===== src/rtl/seg7_scan_driver.sv =====
// Time-multiplexed common-anode 7-segment driver with a frame-synchronous double-buffered display register.
// Optional build macro SEG7_LEADING_BLANK_EN: blank leading zero digits (digit 0 always shown).
module seg7_scan_driver #(
  parameter int DIGITS    = 4,
  parameter int SCAN_DIV  = 50000,
  parameter int BLANK_CYC = 16
) (
  input  logic                  clk,
  input  logic                  rst_n,
  input  logic                  enable,
  input  logic                  load,
  input  logic [4*DIGITS-1:0]   value,
  input  logic [DIGITS-1:0]     dp_in,
  output logic [6:0]            seg,
  output logic                  seg_dp,
  output logic [DIGITS-1:0]     an,
  output logic                  frame_start,
  output logic                  pending
);

  localparam int IDX_W = (DIGITS > 1) ? $clog2(DIGITS) : 1;
  localparam int PC_W  = $clog2(SCAN_DIV);
  localparam logic [PC_W-1:0]  PC_LAST  = PC_W'(SCAN_DIV - 1);
  localparam logic [PC_W-1:0]  PC_BLANK = PC_W'(BLANK_CYC);
  localparam logic [IDX_W-1:0] IDX_LAST = IDX_W'(DIGITS - 1);

  // Active-low {g,f,e,d,c,b,a}; all sixteen codes listed, so no default path exists.
  function automatic logic [6:0] encode(input logic [3:0] nib);
    logic [6:0] code;
    case (nib)
      4'h0: code = 7'b1000000;
      4'h1: code = 7'b1111001;
      4'h2: code = 7'b0100100;
      4'h3: code = 7'b0110000;
      4'h4: code = 7'b0011001;
      4'h5: code = 7'b0010010;
      4'h6: code = 7'b0000010;
      4'h7: code = 7'b1111000;
      4'h8: code = 7'b0000000;
      4'h9: code = 7'b0010000;
      4'hA: code = 7'b0001000;
      4'hB: code = 7'b0000011;
      4'hC: code = 7'b1000110;
      4'hD: code = 7'b0100001;
      4'hE: code = 7'b0000110;
      4'hF: code = 7'b0001110;
    endcase
    return code;
  endfunction

  logic [PC_W-1:0]     pcnt_q, pcnt_d;
  logic [IDX_W-1:0]    idx_q, idx_d;
  logic [4*DIGITS-1:0] disp_val_q, disp_val_d, shadow_val_q, shadow_val_d;
  logic [DIGITS-1:0]   disp_dp_q, disp_dp_d, shadow_dp_q, shadow_dp_d;
  logic                pending_q, pending_d;
  logic                frame_start_q, frame_start_d;
  logic [6:0]          seg_q, seg_d;
  logic                seg_dp_q, seg_dp_d;
  logic [DIGITS-1:0]   an_q, an_d;
  logic                tick, wrap;
  logic [3:0]          cur_nib;

`ifdef SEG7_LEADING_BLANK_EN
  logic [DIGITS-1:0] suppress;

  always_comb begin : lead_blank
    logic run;
    suppress = '0;
    run      = 1'b1;
    for (int i = DIGITS - 1; i >= 1; i--) begin
      run         = run & (disp_val_q[4*i +: 4] == 4'h0) & ~disp_dp_q[i];
      suppress[i] = run;
    end
  end
`endif

  always_comb begin
    // NOTE: every always_comb output gets a default first so no path can infer a latch.
    tick          = (pcnt_q == PC_LAST);
    wrap          = tick && (idx_q == IDX_LAST);
    pcnt_d        = tick ? '0 : pcnt_q + 1'b1;
    idx_d         = idx_q;
    disp_val_d    = disp_val_q;
    disp_dp_d     = disp_dp_q;
    shadow_val_d  = shadow_val_q;
    shadow_dp_d   = shadow_dp_q;
    pending_d     = pending_q;
    frame_start_d = wrap;

    if (tick) idx_d = wrap ? '0 : idx_q + 1'b1;

    // A load on the boundary bypasses the shadow wait; otherwise the boundary drains the shadow.
    if (load) begin
      shadow_val_d = value;
      shadow_dp_d  = dp_in;
      if (wrap) begin
        disp_val_d = value;
        disp_dp_d  = dp_in;
        pending_d  = 1'b0;
      end else begin
        pending_d  = 1'b1;
      end
    end else if (wrap && pending_q) begin
      disp_val_d = shadow_val_q;
      disp_dp_d  = shadow_dp_q;
      pending_d  = 1'b0;
    end

    cur_nib = disp_val_q[{idx_q, 2'b00} +: 4];
    an_d     = '1;
    seg_d    = 7'h7F;
    seg_dp_d = 1'b1;
    if (enable && (pcnt_q >= PC_BLANK)) begin
      an_d     = ~(DIGITS'(1) << idx_q);
      seg_d    = encode(cur_nib);
      seg_dp_d = ~disp_dp_q[idx_q];
`ifdef SEG7_LEADING_BLANK_EN
      if (suppress[idx_q]) seg_d = 7'h7F;
`endif
    end
  end

  always_ff @(posedge clk or negedge rst_n) begin
    if (!rst_n) begin
      pcnt_q        <= '0;
      idx_q         <= '0;
      disp_val_q    <= '0;
      disp_dp_q     <= '0;
      shadow_val_q  <= '0;
      shadow_dp_q   <= '0;
      pending_q     <= 1'b0;
      frame_start_q <= 1'b0;
      seg_q         <= 7'h7F;
      seg_dp_q      <= 1'b1;
      an_q          <= '1;
    end else begin
      // NOTE: sequential state uses non-blocking assignments so every flop samples pre-edge values.
      pcnt_q        <= pcnt_d;
      idx_q         <= idx_d;
      disp_val_q    <= disp_val_d;
      disp_dp_q     <= disp_dp_d;
      shadow_val_q  <= shadow_val_d;
      shadow_dp_q   <= shadow_dp_d;
      pending_q     <= pending_d;
      frame_start_q <= frame_start_d;
      seg_q         <= seg_d;
      seg_dp_q      <= seg_dp_d;
      an_q          <= an_d;
    end
  end

  assign seg         = seg_q;
  assign seg_dp      = seg_dp_q;
  assign an          = an_q;
  assign frame_start = frame_start_q;
  assign pending     = pending_q;

endmodule


===== config.mk =====
export PLATFORM = sky130hd
export DESIGN_NAME = seg7_scan_driver
export DESIGN_NICKNAME = d
export VERILOG_FILES = /design/src/rtl/seg7_scan_driver.sv
export SDC_FILE = /design/constraint.sdc
export NUM_CORES = 1
export LEC_CHECK = 0
export ABC_AREA = 1
export BUFFER_PORTS_ARGS = -buffer_cell sky130_fd_sc_hd__buf_2
export CAP_MARGIN = 20
export CORE_UTILIZATION = 35
export DETAILED_ROUTE_END_ITERATION = 8
export SLEW_MARGIN = 20
export SYNTH_ARGS = -nofsm -noshare
export SYNTH_HDL_FRONTEND = slang
export SYNTH_SLANG_ARGS = --single-unit

===== constraint.sdc =====
create_clock -name clk -period 4.42 [get_ports clk]
set_input_delay 0.442 -clock clk [delete_from_list [all_inputs] [get_ports clk]]
set_output_delay 0.442 -clock clk [all_outputs]
set_load 0.01 [all_outputs]

Word level (Yosys, flattened, before mapping)
Memory sizes are Yosys's and may differ from the RTL's.
Index checks and enable logic that the tools add are counted.

cells by class
  reductions and logical operators = 5
  $add $sub $neg = 2
  shift operators = 2
  bitwise logic cells = 2
  $lt $le $gt $ge = 2
  multiplexer cells = 16
  eq/ne operators = 3

operators with widths
  kind                                                                                  number
  16-bit two-way mux                                                                    4
  16-bit by 1-bit adder with 16-bit output, second input constant                       1
  16-bit equality test, second input constant                                           1
  16-bit by 5-bit greater-or-equal comparator with 1-bit output, second input constant  1
  4-bit two-way mux                                                                     4
  16-bit by 5-bit variable part select with 4-bit output                                1
  7-bit two-way mux                                                                     1
  1-bit two-way mux                                                                     5
  4-bit inverter                                                                        1
  1-bit by 2-bit << shifter with 4-bit output, first input constant                     1
  1-bit logical AND                                                                     3
  2-bit by 3-bit less-than comparator with 1-bit output, second input constant          1
  2-bit by 1-bit adder with 2-bit output, second input constant                         1
  1-bit binary-select mux with 2-bit select                                             1
  2-bit equality test, second input constant                                            1
  2-bit two-way mux                                                                     1
  2-bit by 1-bit inequality test with 1-bit output, second input constant               1
  2-bit AND reduction                                                                   1
  2-bit nonzero test                                                                    1
  1-bit inverter                                                                        1

storage, ports and cells
  output and inout port bits = 14
  register bits = 72
  memories kept = 1
  input port bits = 24
  logic and storage cells = 44
  ROM bits = 112

memory list
  memory           words  bits a word  read ports  clocked after Yosys merged registers in  wr ports  RTL line  source
  (no name shown)  16     7            1           0                                        0         30        case (nib)

Depth between registers and ports, before layout
Gate-level depths: netlist (run 1).

  word-level depth = 5
  gate-level depth with buffers = 11
  gate-level depth less buffers = 10

Worst setup path before layout (run 1)
No wires, ideal clock.

  kind = register to register
  start point = register idx_q[0]
  end point = register seg_q[5], in the netlist seg[5]
  setup slack = 2866 ps
  clock period less this slack = 1554 ps
  stages on the path, launching flop included = 12
  arrival time = 1493 ps
  path buffers = 1
  required time = 4360 ps
  setup time = 60 ps
  cells stage by stage = dfrtp_1 -> inv_1 -> buf_4 -> nand2_1 -> nand3_1 -> nand2_1 -> inv_1 -> ha_1 -> inv_1 -> nor3_1 -> nor2_1 -> nand2_1

on the way
  word-level cells in the longest chain between the ends = 3

ends and longest elaborated chain
  element                                                 RTL line  source
  from (decl)                                             52        logic [IDX_W-1:0] idx_q, idx_d;
  from (signal assigned)                                  139       idx_q <= idx_d;
  16-bit by 5-bit variable part select with 4-bit output  109       cur_nib = disp_val_q[{idx_q, 2'b00} +: 4];
  memory read 16 x 7 bit                                  --
  7-bit two-way mux                                       113       if (enable && (pcnt_q >= PC_BLANK)) begin
  net seg_d[5]                                            57        logic [6:0] seg_q, seg_d;
  to (signal assigned)                                    146       seg_q <= seg_d;
  to (decl)                                               57

The timed path passes the listed nets, and every way through them passes these cells.
A chain may end at the register's enable or synchronous reset.

Worst setup path in the final report (run 1)
  start point = register pcnt_q[0]
  end point = register disp_val_q[7]

on the way
  word-level cells in the longest chain between the ends = 5

ends and longest elaborated chain
  element                          RTL line  source
  from (decl)                      51        logic [PC_W-1:0] pcnt_q, pcnt_d;
  from (signal assigned)           138       pcnt_q <= pcnt_d;
  16-bit equality test *           79        tick = (pcnt_q == PC_LAST);
  1-bit logical AND *              80        wrap = tick && (idx_q == IDX_LAST);
  1-bit logical AND                103       end else if (wrap && pending_q) begin
  2-bit nonzero test (no line)     --
  2-bit AND reduction (no line) *  --
  to (signal assigned)             140       disp_val_q <= disp_val_d;
  to (decl)                        53        logic [4*DIGITS-1:0] disp_val_q, disp_val_d, shadow_val_q, shadow_val_d;

Mark *: on every way between the ends. The rest lies on a longest branch, timed or not.

==> impl_metrics.env, run 1 <==
export IMPL_hp_class="in -> async"
export IMPL_setup_tns_ns=0
export IMPL_dr_first_iter_drc_count=64
export IMPL_wl_per_cell_microns=12.05
export IMPL_yosysUniqueCellTypes=25
export IMPL_clkLatencyLatePin_ns=0.36
export IMPL_synth_nets=476
export IMPL_overflow=0
export IMPL_busiest_layer="met2"
export IMPL_yosys_top_cells_area="dfrtp_1 42%, nand2_1 15%, dfstp_2 8.8%"
export IMPL_numCtsBuffers=9
export IMPL_path_clk_slew_ns=0.08
export IMPL_finalHoldViolations=0
export IMPL_drv_slew=0
export IMPL_fp_coreArea_sq_um=9864
export IMPL_ir_drop_v=0.0002274
export IMPL_crit_type="reg -> reg"
export IMPL_layoutNonFillerInstCount=613
export IMPL_gp_congestion=0.8219
export IMPL_critPathMaxFanout=21
export IMPL_syn_avg_cell_area_sq_um=8.156
export IMPL_clock_fmax_mhz=436.3
export IMPL_finalSetupViolations=0
export IMPL_clockRootBuffer="clkbuf_8"
export IMPL_layout_nets=511
export IMPL_dp_cells=597
export IMPL_hpwl_microns=5248
export IMPL_synthArstFlopShare=1.000
export IMPL_p_leak_uw=0.002126
export IMPL_drive_above_1_share=0.1583
export IMPL_cp_arrival_ns=2.53
export IMPL_worst_pin_slew_ns=0.9120
export IMPL_area_growth_pct=14.61
export IMPL_run_status="finished clean"
export IMPL_multi_input_area_sq_um=1479
export IMPL_seqCellArea_sq_um=1817
export IMPL_grt_use_met3=0.04704
export IMPL_ant_nets=0
export IMPL_drv_cap=0
export IMPL_cts_sinks=72
export IMPL_synth_seq_cells=72
export IMPL_use_met2=0.2410
export IMPL_cts_htree_levels=3
export IMPL_synth_commonest_cells="145 x nand2_1, 60 x dfrtp_1, 54 x inv_1, 46 x nand3_1, 32 x nor2_1"
export IMPL_grt_pass1_wl_microns=12900
export IMPL_grt_pass1_vias=2761
export IMPL_dieArea_sq_um=10660
export IMPL_synth_edf_count=0
export IMPL_vias_per_cell=4.537
export IMPL_yosys_cell_count_top_type="nand2_1"
export IMPL_cts_hold_buffers=0
export IMPL_ys_warnings_count=0
export IMPL_drc_errors=0
export IMPL_critical_path_required_ns=4.66
export IMPL_vias=2781
export IMPL_dr_pass1_iters=4
export IMPL_clock_skew_ns=0.01765
export IMPL_cts_tree="done"
export IMPL_slew_headroom=0.3902
export IMPL_ctsResizeCount=0
export IMPL_initial_core_util=0.3638
export IMPL_wl_microns=7389
export IMPL_antenna_found_initial=0
export IMPL_powerDensity_nw_per_um2=351.1
export IMPL_synthesis_area_sq_um=3588
export IMPL_die_h_microns=103.3
export IMPL_numPortBuffers=37
export IMPL_critPathCaptureType="flip-flop"
export IMPL_grt_max_degree=42
export IMPL_rsz0062_at_grt="no"
export IMPL_io_pins=38
export IMPL_grtUsageMet1=0.2143
export IMPL_fin_crit_sh=0.5186
export IMPL_synth_top_area_share=0.4184
export IMPL_n_fill_cell=1029
export IMPL_diodes=0
export IMPL_crit_path_start_kind="flip-flop"
export IMPL_synthCells=440
export IMPL_ys_seq_area_frac=0.5063
export IMPL_fin_crit_ns=2.292
export IMPL_rows=36
export IMPL_ys_flop_type="dfrtp_1"
export IMPL_die_w_microns=103.3
export IMPL_grt_usage=0.1589
export IMPL_clock_path_buffers=2
export IMPL_cts_setup_buffers=0
export IMPL_synth_top_area_cell="dfrtp_1"
report_power, final:
group / total (uW) / switching (uW) / internal (uW)
registers: 704 / 10.5 / 694
clock network: 637 / 258 / 379
logic: 102 / 66.1 / 36.3
stage by stage:
stage	setup WS, ns	hold slack (ns)	utilization	power (uW)	area, sq um
final	2.128	0.1384	0.4169	1444	4113
after global placement	2.276	0.4568	0.3922	817.5	3869
after global routing	1.876	0.1704	0.4169	1503	4113
after detailed placement	2.155	0.4630	0.3922	820.6	3869
after CTS	2.112	0.1386	0.4169	1464	4113
after floorplan	2.866	0.1464	-	775.4	3588
logic make-up (layout without fill, tap and decap cells):
kind of cell	count (synthesis)	after routing	share of synthesized area
and+or+nand+nor	240	240	0.2835
DFF	72	72	0.5063
buffers and inverters	70	110	0.08158
AOI/OAI and AO/OA	38	38	0.06729
adders and majority gates	12	12	0.04184
xor gates and xnor gates	8	8	0.01953
metal layers:
layer  share of wire  up-vias
met5               0        -
met4           0.017        0
met3           0.045       10
met2            0.43       58
met1            0.51     1268
li1                -     1445
path summary, 6_finish.rpt:
path | slack, ns | endpoint | start | cells after the start
setup reg to reg | 2.13 | disp_val_q[7] | pcnt_q[0] | 6
setup / recovery | 2.13 | disp_val_q[7] | pcnt_q[0] | 6
hold / removal | 0.14 | pcnt_q[11] | rst_n | 1
hold reg to reg | 0.48 | shadow_val_q[12] | shadow_val_q[12] | 2
min in group clk | 0.31 | shadow_val_q[3] | value[3] | 3
max in group asynchronous | 3.29 | seg[1] | rst_n | 2
layout make-up:
class / instances / area share
clock buffers: 10 / 0.03103
multi-input cells: 298 / 0.3596
repair buffers: 39 / 0.04868
well taps: 133 / 0.04046
inverters: 55 / 0.05020
clock inverters: 6 / 0.02829
flip-flops and latches: 72 / 0.4417
cell usage in the layout, fill, tap and decap left out:
cell       instances
nand2_1          145
nor2_2             2
ha_1              12
buf_4              2
clkbuf_8           9
a31oi_1            1
nand4_1            4
nor2_4             2
nand3_1           46
dfrtp_1           60
xor2_1             8
o21bai_1          20
inv_6              1
nor3_1             4
nor2_1            32
nand2_2            2
nand3_2            3
inv_1             54
clkinv_4           2
a21oi_1            8
inv_2              1
clkbuf_1           1
bufinv_16          3
o21ai_1            3
o21ai_0            6
dfstp_2           12
buf_2             37
worst max-delay path, cell delays in order (launching register included):
cell	delay [ns]
dfrtp_1	0.40
ha_1	0.20
nand2_1	0.09
nor2_2	0.19
nand4_1	0.74
o21bai_1	0.46
nand2_1	0.08
sequential cells by signal, indices dropped and copies added, names as in the netlist:
signal / flops
shadow_dp_q: 4
idx_q: 2
frame_start: 1
disp_dp_q: 4
shadow_val_q: 16
pcnt_q: 16
an: 4
pending: 1
seg: 7
disp_val_q: 16
seg_dp: 1
No activity file was read; power rests on OpenSTA's default activity.
==> inputs of run 2 (changes only) <==
==> constraint.sdc (replaced) <==
create_clock -name clk -period 2.2 [get_ports clk]
set_input_delay 0.22 -clock clk [delete_from_list [all_inputs] [get_ports clk]]
set_output_delay 0.22 -clock clk [all_outputs]
set_load 0.01 [all_outputs]
==> run 2 against run 1 <==
- die area did not move
- sequential power grew 100%
- combinational power increased by 100%
- worst hold slack got worse by 0.044 ns
- utilization shrank 0.19 points
- register-to-register slack worse by 1.8 ns
==> impl_metrics.env, run 2 (synthesis gave the netlist of run 1 again) <==
export IMPL_powerDensity_nw_per_um2=633.3
export IMPL_finalSetupViolations=0
export IMPL_cp_arrival_ns=2.14
export IMPL_layoutNonFillerInstCount=616
export IMPL_drv_cap=0
export IMPL_comb_power_share=0.081
export IMPL_crit_type="reg -> reg"
export IMPL_netSwitchingFraction=0.2512
export IMPL_n_fill_cell=1008
export IMPL_die_w_microns=103.3
export IMPL_dieArea_sq_um=10660
export IMPL_finalHoldViolations=0
export IMPL_critical_path_required_ns=2.47
export IMPL_numPortBuffers=37
export IMPL_p_leak_uw=0.002112
export IMPL_drive_above_1_share=0.1636
export IMPL_clock_fmax_mhz=534.5
export IMPL_cts_htree_levels=3
export IMPL_area_growth_pct=14.09
export IMPL_gp_congestion=0.8851
export IMPL_rsz0062_at_grt="no"
export IMPL_critPathCaptureType="flip-flop"
export IMPL_overflow=0
export IMPL_clock_path_buffers=2
export IMPL_grt_pass1_vias=2669
export IMPL_p_int_uw=1942
export IMPL_run_status="finished clean"
export IMPL_final_common_cell="nand2_1"
export IMPL_grt_max_degree=73
export IMPL_seqCellArea_sq_um=1817
export IMPL_ant_nets=0
export IMPL_setup_tns_ns=0
export IMPL_dr_first_iter_drc_count=104
export IMPL_path_clk_slew_ns=0.08
export IMPL_fin_crit_sh=0.8505
export IMPL_initial_core_util=0.3638
export IMPL_clock_skew_ns=0.01416
export IMPL_wl_microns=7405
export IMPL_reg_top3="disp_val_q: 16 flops, pcnt_q: 16 flops, shadow_val_q: 16 flops"
export IMPL_fin_crit_ns=1.871
export IMPL_antenna_found_initial=0
export IMPL_dr_pass1_iters=4
export IMPL_power_frac_seq=0.546
export IMPL_fp_coreArea_sq_um=9864
export IMPL_cts_tree="done"
export IMPL_crit_path_start_kind="flip-flop"
export IMPL_dp_cells=599
export IMPL_power_frac_clock=0.374
export IMPL_slew_headroom=0.5770
export IMPL_worst_pin_slew_ns=0.6337
export IMPL_die_h_microns=103.3
export IMPL_drc_errors=0
export IMPL_grt_usage=0.1619
export IMPL_grt_pass1_wl_microns=12850
export IMPL_critPathMaxFanout=13
export IMPL_hp_class="in -> reg"
export IMPL_io_pins=38
export IMPL_layout_nets=514
export IMPL_multi_input_area_sq_um=1479
export IMPL_hpwl_microns=5019
export IMPL_clockRootBuffer="clkbuf_8"
export IMPL_wl_per_cell_microns=12.02
export IMPL_cts_sinks=72
export IMPL_drv_slew=0
export IMPL_p_sw_uw=651.2
export IMPL_rows=36
export IMPL_mostFrequentLayoutCells="145 x nand2_1, 60 x dfrtp_1, 53 x inv_1, 46 x nand3_1, 37 x buf_2"
export IMPL_numCtsBuffers=9
export IMPL_vias_per_cell=4.476
export IMPL_vias=2757
export IMPL_clkLatencyLatePin_ns=0.36
export IMPL_diodes=0
export IMPL_ir_drop_v=0.0005168
run 2: through the flow:
stage               instance area [sq um]  setup WS (ns)    util  hold slack [ns]  total power (uW)
floorplan                            3588         0.6464       -         -0.07559              1558
global placement                     3896         0.3482  0.3950           0.2756              1647
detailed placement                   3896         0.3284  0.3950           0.2774              1651
CTS                                  4090         0.3048  0.4146          0.08095              2633
global route                         4094        0.04465  0.4150          0.08965              2733
finish                               4094         0.3289  0.4150          0.09463              2593
run 2: what timing repair did:
action | in CTS | in global routing
resized for setup | 0 | 1
setup endpoints to repair | 0 | 2
endpoints found under the hold margin | 60 | 0
setup buffers | 0 | 0
hold buffers | 1 | 0
run 2: worst paths after layout:
check	startpoint	to	slack, ns	depth (start not counted)
min reg2reg	shadow_val_q[5]	shadow_val_q[5]	0.48	2
max in group asynchronous	rst_n	seg[4]	1.42	3
min	value[5]	shadow_val_q[5]	0.09	3
max	idx_q[0]	seg[0]	0.33	10
min in group asynchronous	rst_n	pcnt_q[13]	0.39	3
max reg2reg	idx_q[0]	seg[0]	0.33	10
run 2: per-layer routing:
layer	GRT usage	part of all wire	up-vias	routed length [microns]
met3	0.06048	0.058	5	427
li1	-	-	1447	-
met1	0.2243	0.51	1235	3808
met5	0	0	-	0
met2	0.2354	0.42	70	3098
met4	0.04875	0.0095	0	70
run 2: cell type report:
type                            count  share of cell area
Sequential cell                    72              0.4438
Clock buffer                       12             0.03790
Multi-Input combinational cell    298              0.3612
Inverter                           55             0.05134
Clock inverter                      4            0.007029
Tap cell                          133             0.04065
Timing Repair Buffer               42             0.05807
run 2: worst max-delay path, stage by stage (launching register included):
cell and delay (ns):
dfrtp_1 0.40, clkinvlp_4 0.26, nand2_1 0.12, nand3_1 0.10, nand2_1 0.21, inv_1 0.11, ha_1 0.23, inv_1 0.10
nor3_1 0.06, nor2_1 0.12, nand2_1 0.08
run 2: power groups by stage:
stage | Combinational [uW] | Sequential (uW) | Clock [uW]
after floorplan | 115 | 1440 | 0
after global placement | 209 | 1440 | 0
after detailed placement | 211 | 1440 | 0
after CTS | 213 | 1420 | 1010
after global routing | 245 | 1420 | 1070
final | 209 | 1410 | 969
